$ cat config.mk
export PLATFORM = sky130hd
export DESIGN_NAME = rf_write_arbiter_flat
export DESIGN_NICKNAME = d
export VERILOG_FILES = /design/src/rtl/cpu_types_pkg.sv /design/src/rtl/rf_write_arbiter_if.sv /design/src/rtl/rf_write_arbiter_rr_arb2.sv /design/src/rtl/rf_write_arbiter.sv /design/src/flat_wrapper.sv
export SDC_FILE = /design/constraint.sdc
export NUM_CORES = 1
export LEC_CHECK = 0
export ABC_AREA = 1
export CORE_AREA = 4 4 114 116
export CTS_BUF_LIST = sky130_fd_sc_hd__clkbuf_4 sky130_fd_sc_hd__clkbuf_8
export CTS_CLUSTER_DIAMETER = 30
export CTS_CLUSTER_SIZE = 25
export DETAILED_ROUTE_END_ITERATION = 10
export DIE_AREA = 0 0 118 120
export HOLD_SLACK_MARGIN = 0.06
export PLACE_DENSITY = 0.69
export SKIP_CTS_REPAIR_TIMING = 1
export SLEW_MARGIN = 20
export SYNTH_ARGS = -nofsm -noshare
export SYNTH_HDL_FRONTEND = slang
export SYNTH_SLANG_ARGS = --single-unit
$ cat constraint.sdc
create_clock -name CLK -period 3.6 [get_ports CLK]
set_clock_uncertainty 0.2 [all_clocks]
set_input_delay 0.72 -clock CLK [delete_from_list [all_inputs] [get_ports CLK]]
set_output_delay 0.72 -clock CLK [all_outputs]
set_load 0.02 [all_outputs]
$ cat src/rtl/cpu_types_pkg.sv
// Shared CPU datapath types and the requester bundle used by the register-file
// write arbiter.
package cpu_types_pkg;

   typedef logic [31:0] word_t;
   typedef logic [4:0]  regbits_t;

   typedef struct packed {
      logic     valid;
      regbits_t wsel;
      word_t    wdat;
   } rf_req_t;

   typedef enum logic {
      PRIO_REQ0 = 1'b0,
      PRIO_REQ1 = 1'b1
   } prio_t;

   localparam regbits_t REG_ZERO = '0;

   // r0 is hardwired to zero, so a transfer addressed to it never asserts WEN.
   function automatic logic is_live_write(input logic xfer, input regbits_t wsel);
      return xfer && (wsel != REG_ZERO);
   endfunction

endpackage

$ cat src/rtl/rf_write_arbiter_if.sv
// Bundles the requester handshakes, register-file write port, hazard and
// counter signals of the write arbiter.
interface rf_write_arbiter_if #(
   parameter int unsigned CNT_W = 16
);
   import cpu_types_pkg::*;

   logic             hold;
   logic             req0_valid;
   regbits_t         req0_wsel;
   word_t            req0_wdat;
   logic             req0_ready;
   logic             req1_valid;
   regbits_t         req1_wsel;
   word_t            req1_wdat;
   logic             req1_ready;
   logic             rf_WEN;
   regbits_t         rf_wsel;
   word_t            rf_wdat;
   regbits_t         rsel1;
   regbits_t         rsel2;
   logic             hazard1;
   logic             hazard2;
   word_t            fwd_dat;
   logic [CNT_W-1:0] cnt0;
   logic [CNT_W-1:0] cnt1;

   modport master (
      output hold,
      output req0_valid, req0_wsel, req0_wdat,
      input  req0_ready,
      output req1_valid, req1_wsel, req1_wdat,
      input  req1_ready,
      input  rf_WEN, rf_wsel, rf_wdat,
      output rsel1, rsel2,
      input  hazard1, hazard2, fwd_dat,
      input  cnt0, cnt1
   );

   modport slave (
      input  hold,
      input  req0_valid, req0_wsel, req0_wdat,
      output req0_ready,
      input  req1_valid, req1_wsel, req1_wdat,
      output req1_ready,
      output rf_WEN, rf_wsel, rf_wdat,
      input  rsel1, rsel2,
      output hazard1, hazard2, fwd_dat,
      output cnt0, cnt1
   );

endinterface

$ cat src/rtl/rf_write_arbiter_rr_arb2.sv
// Two-input round-robin grant with a registered priority pointer; the pointer
// only moves after a contended cycle that produced a grant.
module rr_arb2
   import cpu_types_pkg::*;
#(
   parameter int unsigned RESET_PRIO = 0
) (
   input  logic       CLK,
   input  logic       nRST,
   input  logic       hold,
   input  logic [1:0] req,
   output logic [1:0] gnt
);

   localparam prio_t PRIO_INIT = (RESET_PRIO == 0) ? PRIO_REQ0 : PRIO_REQ1;

   prio_t prio, prio_nxt;

   always_ff @(posedge CLK or posedge nRST) begin
      if (nRST) begin
         prio <= PRIO_INIT;
      end else begin
         prio <= prio_nxt;
      end
   end

   always_comb begin
      gnt      = '0;
      prio_nxt = prio;
      if (!hold) begin
         unique case (req)
            2'b01: gnt = 2'b01;
            2'b10: gnt = 2'b10;
            2'b11: begin
               if (prio == PRIO_REQ0) begin
                  gnt      = 2'b01;
                  prio_nxt = PRIO_REQ1;
               end else begin
                  gnt      = 2'b10;
                  prio_nxt = PRIO_REQ0;
               end
            end
            default: gnt = '0;
         endcase
      end
   end

endmodule

$ cat src/rtl/rf_write_arbiter.sv
// Shares the register-file write port between the WB stage (req0) and the
// multicycle unit (req1): round-robin grant, one registered write per cycle.
module rf_write_arbiter
   import cpu_types_pkg::*;
#(
   parameter int unsigned CNT_W      = 16,
   parameter int unsigned RESET_PRIO = 0
) (
   input  logic                CLK,
   input  logic                nRST,
   rf_write_arbiter_if.slave   bus
);

   rf_req_t          req0, req1, win;
   logic [1:0]       gnt;
   logic             xfer;
   logic             wen_q;
   regbits_t         wsel_q;
   word_t            wdat_q;
   logic [CNT_W-1:0] cnt0_q, cnt1_q;

   assign req0 = '{valid: bus.req0_valid, wsel: bus.req0_wsel, wdat: bus.req0_wdat};
   assign req1 = '{valid: bus.req1_valid, wsel: bus.req1_wsel, wdat: bus.req1_wdat};

   // Reset is folded into hold so no ready can rise while reset is asserted.
   rr_arb2 #(
      .RESET_PRIO(RESET_PRIO)
   ) u_arb (
      .CLK  (CLK),
      .nRST (nRST),
      .hold (bus.hold | nRST),
      .req  ({req1.valid, req0.valid}),
      .gnt  (gnt)
   );

   assign bus.req0_ready = gnt[0];
   assign bus.req1_ready = gnt[1];
   assign xfer           = |gnt;

   always_comb begin
      win = req0;
      if (gnt[1]) begin
         win = req1;
      end
   end

   always_ff @(posedge CLK or posedge nRST) begin
      if (nRST) begin
         wen_q  <= 1'b0;
         wsel_q <= '0;
         wdat_q <= '0;
      end else begin
         wen_q <= is_live_write(xfer, win.wsel);
         if (xfer) begin
            wsel_q <= win.wsel;
            wdat_q <= win.wdat;
         end
      end
   end

   always_ff @(posedge CLK or posedge nRST) begin
      if (nRST) begin
         cnt0_q <= '0;
         cnt1_q <= '0;
      end else begin
         if (gnt[0] && (cnt0_q != '1)) begin
            cnt0_q <= cnt0_q + CNT_W'(1);
         end
         if (gnt[1] && (cnt1_q != '1)) begin
            cnt1_q <= cnt1_q + CNT_W'(1);
         end
      end
   end

   assign bus.rf_WEN  = wen_q;
   assign bus.rf_wsel = wsel_q;
   assign bus.rf_wdat = wdat_q;
   assign bus.fwd_dat = wdat_q;
   assign bus.cnt0    = cnt0_q;
   assign bus.cnt1    = cnt1_q;

   assign bus.hazard1 = wen_q && (wsel_q == bus.rsel1) && (bus.rsel1 != REG_ZERO);
   assign bus.hazard2 = wen_q && (wsel_q == bus.rsel2) && (bus.rsel2 != REG_ZERO);

endmodule

$ cat src/flat_wrapper.sv
// flat-port wrapper written by rule: the top's interface ports become plain ports
module rf_write_arbiter_flat import cpu_types_pkg::*;
#(
   parameter int unsigned CNT_W      = 16,
   parameter int unsigned RESET_PRIO = 0
)
  (CLK, nRST, bus_hold, bus_req0_valid, bus_req0_wsel, bus_req0_wdat, bus_req0_ready, bus_req1_valid, bus_req1_wsel, bus_req1_wdat, bus_req1_ready, bus_rf_WEN, bus_rf_wsel, bus_rf_wdat, bus_rsel1, bus_rsel2, bus_hazard1, bus_hazard2, bus_fwd_dat, bus_cnt0, bus_cnt1);
  rf_write_arbiter_if #(.CNT_W(CNT_W)) bus_i ();
  input  logic CLK;
  input  logic nRST;
  input wire logic [$bits(bus_i.hold)-1:0] bus_hold;
  input wire logic [$bits(bus_i.req0_valid)-1:0] bus_req0_valid;
  input wire logic [$bits(bus_i.req0_wsel)-1:0] bus_req0_wsel;
  input wire logic [$bits(bus_i.req0_wdat)-1:0] bus_req0_wdat;
  output wire logic [$bits(bus_i.req0_ready)-1:0] bus_req0_ready;
  input wire logic [$bits(bus_i.req1_valid)-1:0] bus_req1_valid;
  input wire logic [$bits(bus_i.req1_wsel)-1:0] bus_req1_wsel;
  input wire logic [$bits(bus_i.req1_wdat)-1:0] bus_req1_wdat;
  output wire logic [$bits(bus_i.req1_ready)-1:0] bus_req1_ready;
  output wire logic [$bits(bus_i.rf_WEN)-1:0] bus_rf_WEN;
  output wire logic [$bits(bus_i.rf_wsel)-1:0] bus_rf_wsel;
  output wire logic [$bits(bus_i.rf_wdat)-1:0] bus_rf_wdat;
  input wire logic [$bits(bus_i.rsel1)-1:0] bus_rsel1;
  input wire logic [$bits(bus_i.rsel2)-1:0] bus_rsel2;
  output wire logic [$bits(bus_i.hazard1)-1:0] bus_hazard1;
  output wire logic [$bits(bus_i.hazard2)-1:0] bus_hazard2;
  output wire logic [$bits(bus_i.fwd_dat)-1:0] bus_fwd_dat;
  output wire logic [$bits(bus_i.cnt0)-1:0] bus_cnt0;
  output wire logic [$bits(bus_i.cnt1)-1:0] bus_cnt1;
  assign bus_i.hold = bus_hold;
  assign bus_i.req0_valid = bus_req0_valid;
  assign bus_i.req0_wsel = bus_req0_wsel;
  assign bus_i.req0_wdat = bus_req0_wdat;
  assign bus_req0_ready = bus_i.req0_ready;
  assign bus_i.req1_valid = bus_req1_valid;
  assign bus_i.req1_wsel = bus_req1_wsel;
  assign bus_i.req1_wdat = bus_req1_wdat;
  assign bus_req1_ready = bus_i.req1_ready;
  assign bus_rf_WEN = bus_i.rf_WEN;
  assign bus_rf_wsel = bus_i.rf_wsel;
  assign bus_rf_wdat = bus_i.rf_wdat;
  assign bus_i.rsel1 = bus_rsel1;
  assign bus_i.rsel2 = bus_rsel2;
  assign bus_hazard1 = bus_i.hazard1;
  assign bus_hazard2 = bus_i.hazard2;
  assign bus_fwd_dat = bus_i.fwd_dat;
  assign bus_cnt0 = bus_i.cnt0;
  assign bus_cnt1 = bus_i.cnt1;
  rf_write_arbiter #(.CNT_W(CNT_W), .RESET_PRIO(RESET_PRIO)) u_core (.CLK(CLK), .nRST(nRST), .bus(bus_i));
endmodule
Yosys cells after proc, flatten, opt, wreduce, memory -nomap -nowiden
Index checks and enable logic that the tools add are counted.
Cells by class
  add/sub/neg operators: 2
  equal/unequal tests: 7
  multiplexer cells: 5
  bitwise gates (word level): 2
  reductions and logical operators: 12
Operator list (count)
  $mux W37: 1
  $add A16 B1 Y16 const B: 2
  $ne A16 B16 Y1 const B: 2
  $reduce_bool A5 Y1: 3
  $eq A5 B5 Y1: 2
  $logic_and A1 B1 Y1: 7
  $pmux W2 S3: 1
  $eq A2 B2 Y1 const B: 2
  $mux W2: 2
  $eq A2 B1 Y1 const B: 1
  $reduce_and A2 Y1: 1
  $reduce_or A2 Y1: 1
  $mux W1: 1
  $not A1 Y1: 1
  $or A1 B1 Y1: 1
Storage, ports and cells
  register bits after elaboration: 71
  logic and storage cells: 34

Logic depth before layout (Yosys ltp)
Gate-level depths: netlist of run 1.
  word-level depth: 6
  mapped depth: 9

Hierarchy
From an unflattened synthesis of run 1, not the netlist that was laid out.
Unflattened totals
  cell total of the unflattened synthesis: 578
  area, all modules: 4174.0 um^2
Modules (own cells, without submodules)
  rf_write_arbiter: times used 1, cells each 564, area each 4096.4 um^2, seq. area each 1751.7 um^2
  rr_arb2: times used 1, cells each 14, area each 77.6 um^2, seq. area each 25.0 um^2

Worst setup path before layout of run 1
OpenSTA, ideal clock, no wires.
  path type: in2out
  start: in bus_req1_valid
  end: out bus_req0_ready
  data arrival time: 1385 ps
  required time: 2680 ps
  path slack: 1295 ps
  stages: 5
  cells stage by stage: buf_2 -> nand2_1 -> and3_1 -> buf_4 -> buf_4
On the way
  cells in the longest elaborated chain, start to end: 3
  elaborated cells between the ends (all ways): 5
Ends and longest elaborated chain
  start, declared: RTL line flat_wrapper.sv:16  | input wire logic [$bits(bus_i.req1_valid)-1:0] bus_req1_valid;
  $eq A2 B2 Y1 / $eq A2 B1 Y1 (equally long branches): RTL line rf_write_arbiter_rr_arb2.sv:31  | unique case (req)
  $pmux W2 S3 (*): RTL line rf_write_arbiter_rr_arb2.sv:31
  $mux W2 (*): RTL line rf_write_arbiter_rr_arb2.sv:30  | if (!hold) begin
  end, declared: RTL line flat_wrapper.sv:15  | output wire logic [$bits(bus_i.req0_ready)-1:0] bus_req0_ready;
Mark *: on every way between the ends. The rest lies on a longest branch, timed or not.

Worst setup path after layout of run 1
  start: in nRST
  end: out bus_req0_ready
On the way
  cells in the longest elaborated chain, start to end: 2
Ends and longest elaborated chain
  start, declared: RTL line flat_wrapper.sv:10  | input logic nRST;
  $or A1 B1 Y1: RTL line rf_write_arbiter.sv:31  | .hold (bus.hold | nRST),
  $mux W2: RTL line rf_write_arbiter_rr_arb2.sv:30
No other way between the ends.

==> metrics.csv, run 1 <==
stage,metric,value,unit
logic_synthesis,synthesized cell area,0.00414,mm²
die,Die Area,0.0142,mm²
global_route,met3 Track Usage GR,4.10,%
finish,"leading cell type in the layout, fill and taps excluded",clkdlybuf4s50_1,
setup_path,Required @ worst endpoint,2.68,ns
logic_synthesis,Yosys top cell area share,42.9,%
global_route,grt ovf,0,
die,chip width,118,µm
clocking,Clock Path Buffers,2,
die,die height,120,µm
die,std cell rows,40,
setup_path,Worst EP arrival,2.28,ns
min_path,Min-Delay Path Class,flip-flop to flip-flop,
setup_path,critical path launch point type,primary input,
setup_path,CP Max Fanout,7,
die,io pins,195,
logic_synthesis,post-synthesis sequential area ratio,42.9,%
sta,Fmax,0.313,GHz
sta,endpoints failing hold,0,
power_and_ir_drop,Flop pwr share,37.6,%
clocking,H-tree depth,3,
global_route,met2 Track Usage GR,32.1,%
detailed_routing,total number of vias,4171,
logic_synthesis,yosys warns,0,
power_and_ir_drop,Peak VDD IR,314,µV
detailed_routing,Post-Route WL,12900,µm
placed_design,count of input and output buffers,194,
power_and_ir_drop,switch share,37.8,%
global_route,grt peak-use layer,met2,
detailed_routing,WL per Instance,14.9,µm
clocking,clock-pin slew on the worst setup and hold paths,0.07,ns
detailed_routing,Initial DRC Count,209,
logic_synthesis,post-synth top area cell,dfrtp_1,
global_route,met1 Resource Use GR,22.1,%
status,outcome,finished clean,
power_and_ir_drop,P_sw,1.16,mW
finish,FILL cells,1133,
placed_design,DP HPWL,9540,µm
finish,layout cells sized above 1,4.45,%
finish,Antenna Cells,0,
global_route,antenna violations before repair,0,
finish,Multi-input gate area,0.00188,mm²
sta,fin crit period,3.20,ns
finish,FF/Latch Area,0.00178,mm²
clocking,CTS tree,done,
clocking,CTS root buffer,clkbuf_8,
global_route,pin count of the biggest net entering global routing,44,
sta,slew margin rel.,60.3,%
detailed_routing,DR vias/cell,4.82,
power_and_ir_drop,clock share of power,18.7,%
clocking,clock buffer count from CTS,9,
die,starting density of the core,34.8,%
detailed_routing,Routed Antenna Nets,0,
setup_path,kind of critical path,primary input to output pin,
power_and_ir_drop,P_leak,2.65,nW
logic_synthesis,syn_nets,648,
power_and_ir_drop,Pwr Total,3.08,mW
finish,Nets,807,
finish,Area Overhead vs Synth,47.8,%
die,Core Area,0.0119,mm²
sta,setup_tns,0,ns
clocking,CTS sink cnt,71,
sta,Tcrit/Tclk final,88.9,%
sta,Max Slew Vio Count,0,
logic_synthesis,Mapped Cells,557,
power_and_ir_drop,Power Density,503,mW/mm²
global_route,gr usage total,18.3,%
global_route,global-route wire length before repair,21200,µm
sta,final hold slack,0.314,ns
logic_synthesis,Synth Area per Inst,7.44,µm²
sta,RSZ-0062 raised after global routing,false,
setup_path,Setup crit end kind,output pin,
sta,Slew @ Worst Pin,0.595,ns
logic_synthesis,Cell variety after synth,28,
detailed_routing,First-pass DRT Iterations,5,
finish,"commonest cells after routing, fill and taps aside","194 x clkdlybuf4s50_1, 168 x nand2_1, 73 x nor2_1",
placed_design,gpl congestion,0.878,
clocking,"Clk Latency, worst-skew pair",0.34,ns
power_and_ir_drop,Internal,1.92,mW
run,MaxCap Viol Count,0,
logic_synthesis,Seq cells post-synth,71,
power_and_ir_drop,combinational group share of total power,43.7,%
sta,setup violators final,0,
logic_synthesis,"top cells by area, synth","dfrtp_1 43%, nand2_1 15%, buf_4 6.7%",
global_route,vias in the first global route,4173,
detailed_routing,DRC viols,0,
-- power groups by stage --
stage,combinational (mW),sequential (mW),clock (mW)
floorplan,0.580,1.33,0
global placement,1.34,1.16,0
detailed placement,1.35,1.17,0
CTS,1.36,1.16,0.603
global route,1.44,1.19,0.638
finish,1.34,1.16,0.576
-- synthesized netlist by cell type --
| library cell | number |
|---|---|
| nand3b_1 | 1 |
| o21ai_4 | 1 |
| o21ai_0 | 55 |
| o22ai_1 | 1 |
| nor3_1 | 6 |
| nand4_1 | 8 |
| buf_6 | 3 |
| clkbuf_1 | 6 |
| buf_4 | 37 |
| nand2_2 | 1 |
| o21ai_1 | 2 |
| ha_1 | 2 |
| xor2_1 | 10 |
| and2_1 | 1 |
| and3_1 | 1 |
| nor2_4 | 4 |
| o21ai_2 | 1 |
| a21oi_1 | 33 |
| nor2_1 | 73 |
| dfrtp_1 | 71 |
| nand2_1 | 168 |
| inv_2 | 2 |
| nand3_1 | 16 |
| a31oi_1 | 1 |
| nand3_2 | 1 |
| xnor2_1 | 15 |
| inv_1 | 31 |
| buf_2 | 6 |
-- per-layer routing --
layer	vias up	routed length, µm
met3	16	710
met2	146	6470
met1	1953	5520
met5	-	0
li1	2056	-
met4	0	205
-- stage by stage --
step	utilization, %	setup slack, ns	area (µm²)	cells
6_report	51.4	0.401	6120	866
5_1_grt	51.4	0.303	6120	866
4_1_cts	51.4	0.393	6120	866
3_5_place_dp	50.0	0.400	5950	852
3_3_place_gp	50.0	0.407	5950	852
2_1_floorplan	-	0.883	4140	557
-- worst max-delay path, stage by stage --
cell	delay (ns)
clkdlybuf4s50_1	0.48
nor2_4	0.24
and3_1	0.22
clkdlybuf4s50_1	0.62
-- flip-flops by register name, indices dropped and copies added (netlist names) --
register            cells
u_core.u_arb.prio       1
u_core.bus.rf_WEN       1
u_core.bus.rf_wsel      5
u_core.bus.fwd_dat     32
u_core.bus.cnt1        16
u_core.bus.cnt0        16
-- cell type report --
class                      instances  share of cell area [%]
clock buffer                      13                    2.72
timing repair buffer             200                    32.4
multi-input combinational        401                    30.7
sequential                        71                    29.0
tap                              147                    3.00
inverter                          33                    2.02
clock inverter                     1                  0.0817
-- cells by family after synthesis --
group | Yosys count | share of synthesized area [%]
buffers and inverters | 85 | 11.8
adders and majority gates | 2 | 0.604
DFF | 71 | 42.9
xor gates and xnor gates | 25 | 5.29
and+or+nand+nor | 280 | 27.7
AOI/OAI and AO/OA | 94 | 11.8
-- worst paths after layout --
check / start / end / slack [ns] / cells after the start
setup / recovery: nRST / bus_req0_ready / 0.40 / 4
hold / removal: u_core.bus.fwd_dat[21]$_DFFE_PP0P_ / u_core.bus.fwd_dat[21]$_DFFE_PP0P_ / 0.31 / 2
setup reg to reg: u_core.bus.cnt1[0]$_DFFE_PP0P_ / u_core.bus.cnt1[6]$_DFFE_PP0P_ / 1.56 / 6
hold reg to reg: u_core.bus.fwd_dat[21]$_DFFE_PP0P_ / u_core.bus.fwd_dat[21]$_DFFE_PP0P_ / 0.31 / 2
max in group asynchronous: nRST / u_core.bus.cnt0[0]$_DFFE_PP0P_ / 2.05 / 3
min in group asynchronous: nRST / u_core.bus.fwd_dat[22]$_DFFE_PP0P_ / 0.45 / 2
No activity file was read; power rests on OpenSTA's default activity.
==> run 2, diff against run 1 <==
--- a/config.mk
+++ b/config.mk
@@ -9,7 +9,7 @@
 export CORE_AREA = 4 4 114 116
 export CTS_BUF_LIST = sky130_fd_sc_hd__clkbuf_4 sky130_fd_sc_hd__clkbuf_8
 export CTS_CLUSTER_DIAMETER = 30
-export CTS_CLUSTER_SIZE = 25
+export CTS_CLUSTER_SIZE = 20
 export DETAILED_ROUTE_END_ITERATION = 10
 export DIE_AREA = 0 0 118 120
 export HOLD_SLACK_MARGIN = 0.06
==> results of run 2 <==
Same layout as run 1: the final DEF is identical, and so are final timing and power.
==> run 3, diff against run 2 <==
--- a/config.mk
+++ b/config.mk
@@ -15,7 +15,7 @@
 export HOLD_SLACK_MARGIN = 0.06
 export PLACE_DENSITY = 0.69
 export SKIP_CTS_REPAIR_TIMING = 1
-export SLEW_MARGIN = 20
+export SLEW_MARGIN = 40
 export SYNTH_ARGS = -nofsm -noshare
 export SYNTH_HDL_FRONTEND = slang
 export SYNTH_SLANG_ARGS = --single-unit
==> results of run 3 <==
Same layout as run 1: the final DEF is identical, and so are final timing and power.
==> variant, RTL diff (flow settings as in run 3) <==
`CNT_W` is set to 16 in 3 places; all go to 24.
--- a/src/rtl/rf_write_arbiter_if.sv
+++ b/src/rtl/rf_write_arbiter_if.sv
@@ -1,7 +1,7 @@
 // Bundles the requester handshakes, register-file write port, hazard and
 // counter signals of the write arbiter.
 interface rf_write_arbiter_if #(
-   parameter int unsigned CNT_W = 16
+   parameter int unsigned CNT_W = 24
 );
    import cpu_types_pkg::*;
 
--- a/src/rtl/rf_write_arbiter.sv
+++ b/src/rtl/rf_write_arbiter.sv
@@ -3,7 +3,7 @@
 module rf_write_arbiter
    import cpu_types_pkg::*;
 #(
-   parameter int unsigned CNT_W      = 16,
+   parameter int unsigned CNT_W      = 24,
    parameter int unsigned RESET_PRIO = 0
 ) (
    input  logic                CLK,
--- a/src/flat_wrapper.sv
+++ b/src/flat_wrapper.sv
@@ -1,7 +1,7 @@
 // flat-port wrapper written by rule: the top's interface ports become plain ports
 module rf_write_arbiter_flat import cpu_types_pkg::*;
 #(
-   parameter int unsigned CNT_W      = 16,
+   parameter int unsigned CNT_W      = 24,
    parameter int unsigned RESET_PRIO = 0
 )
   (CLK, nRST, bus_hold, bus_req0_valid, bus_req0_wsel, bus_req0_wdat, bus_req0_ready, bus_req1_valid, bus_req1_wsel, bus_req1_wdat, bus_req1_ready, bus_rf_WEN, bus_rf_wsel, bus_rf_wdat, bus_rsel1, bus_rsel2, bus_hazard1, bus_hazard2, bus_fwd_dat, bus_cnt0, bus_cnt1);
Ports: changed (resized bus_cnt0 and bus_cnt1); port bits go from 195 to 211. No check against the original RTL was run, so the function may have changed too.
==> variant against run 3 <==
Routed wire length rose by 26%; highest routed layer unchanged; clock power rose by 15%; synthesized cell count rose by 38%; core utilization rose by 12 points; largest power group is now registers; hold slack improved by 0.021 ns; count of clock-buffer cells in the layout fell by 2; largest cell class is now multi-input combinational cells; synthesized area rose by 31%; sequential cell count rose by 16; via count rose by 32%; final area rose by 23%; sequential power rose by 15%; power rose by 5.0%; sequential share of layout area fell by 0.16 points; setup slack got worse by 0.091 ns.
==> variant: results (changes against run 3) <==
Outcome = finished clean
Yosys cell types = 30 (+7.1%)
CP max stage delay = 0.65 ns (+0.03 ns)
Iteration-0 DRC count of the detailed router = 270 (+29%)
Rel. slew slack = 0.5196 (-0.08345)
Clock Latency Late Sink = 0.38 ns (+0.04 ns)
Vias in the first global route = 5433 (+30%)
Largest net degree at the start of global routing = 56 (+27%)
LEAKAGE = 3.273 nW (+24%)
Share of cells above drive strength 1 = 0.04555 (+0.001045)
Placement Cell Area = 0.007373 sq mm (+24%)
Synth Area in Adders = 0.004620 (-0.001420)
DP Worst Slack = 0.2974 ns (-0.1028 ns)
# nets final = 1033 (+28%)
Post-synth top cells = nand2_1, nor2_1, dfrtp_1, o21ai_0, inv_1
GR Util met2 = 0.4068 (+0.08624)
Vias per cell = 5.032 (+4.5%)
Post-route minimum period = 3.290 ns (+0.09104 ns)
PortBufs = 210 (+8.2%)
Post-synthesis sequential area ratio = 0.4019 (-0.02693)
Met3 GRT Util = 0.04430 (+0.003299)
Syn Inst Count = 770 (+38%)
GRT Util Overall = 0.2319 (+0.04896)
DP HPWL = 12360 um (+30%)
Routed len/inst = 14.91 um (about the same)
Compound-gate portion of the synthesized area = 0.09610 (-0.02169)
Cells after DPL = 1078 (+27%)
Final WL = 16260 um (+26%)
Synth Area in XOR/XNOR = 0.04689 (-0.005961)
CP arrival = 2.37 ns (+0.09 ns)
WL met1 = 6948 um (+26%)
Reg2reg setup slack = 1.26 ns (-0.30 ns)
VDD IR-drop max = 213.9 uV (-32%)
Syn nets = 861 (+33%)
-- variant: changes by cell type after synthesis, moves of 3 or more --
| cell | run 3 | this run |
|---|---|---|
| nand3_1 | 16 | 23 |
| nand4_1 | 8 | 12 |
| clkbuf_1 | 6 | 9 |
| nor2_1 | 73 | 103 |
| inv_1 | 31 | 45 |
| o21ai_1 | 2 | 37 |
| xor2_1 | 10 | 15 |
| nand2_4 | 0 | 4 |
| nand2_1 | 168 | 290 |
| dfrtp_1 | 71 | 87 |
| a21oi_1 | 33 | 1 |
| nand2_2 | 1 | 5 |
| buf_4 | 37 | 33 |
-- variant: final cells by class --
class	instances	area, sq um
multi-input combinational	582	2683
tap	147	183.9
inverter	47	177.7
clock buffer	11	138.9
sequential	87	2177
clock inverter	2	35.03
fill	1118	4364
timing repair buffer	215	2152
-- variant: report_power, final --
part           total, mW  switching (mW)  internal, mW  leakage [nW]
Sequential          1.33           0.206          1.13          1.13
Clock              0.662           0.338         0.324        0.0920
Combinational       1.24           0.648         0.590          2.05
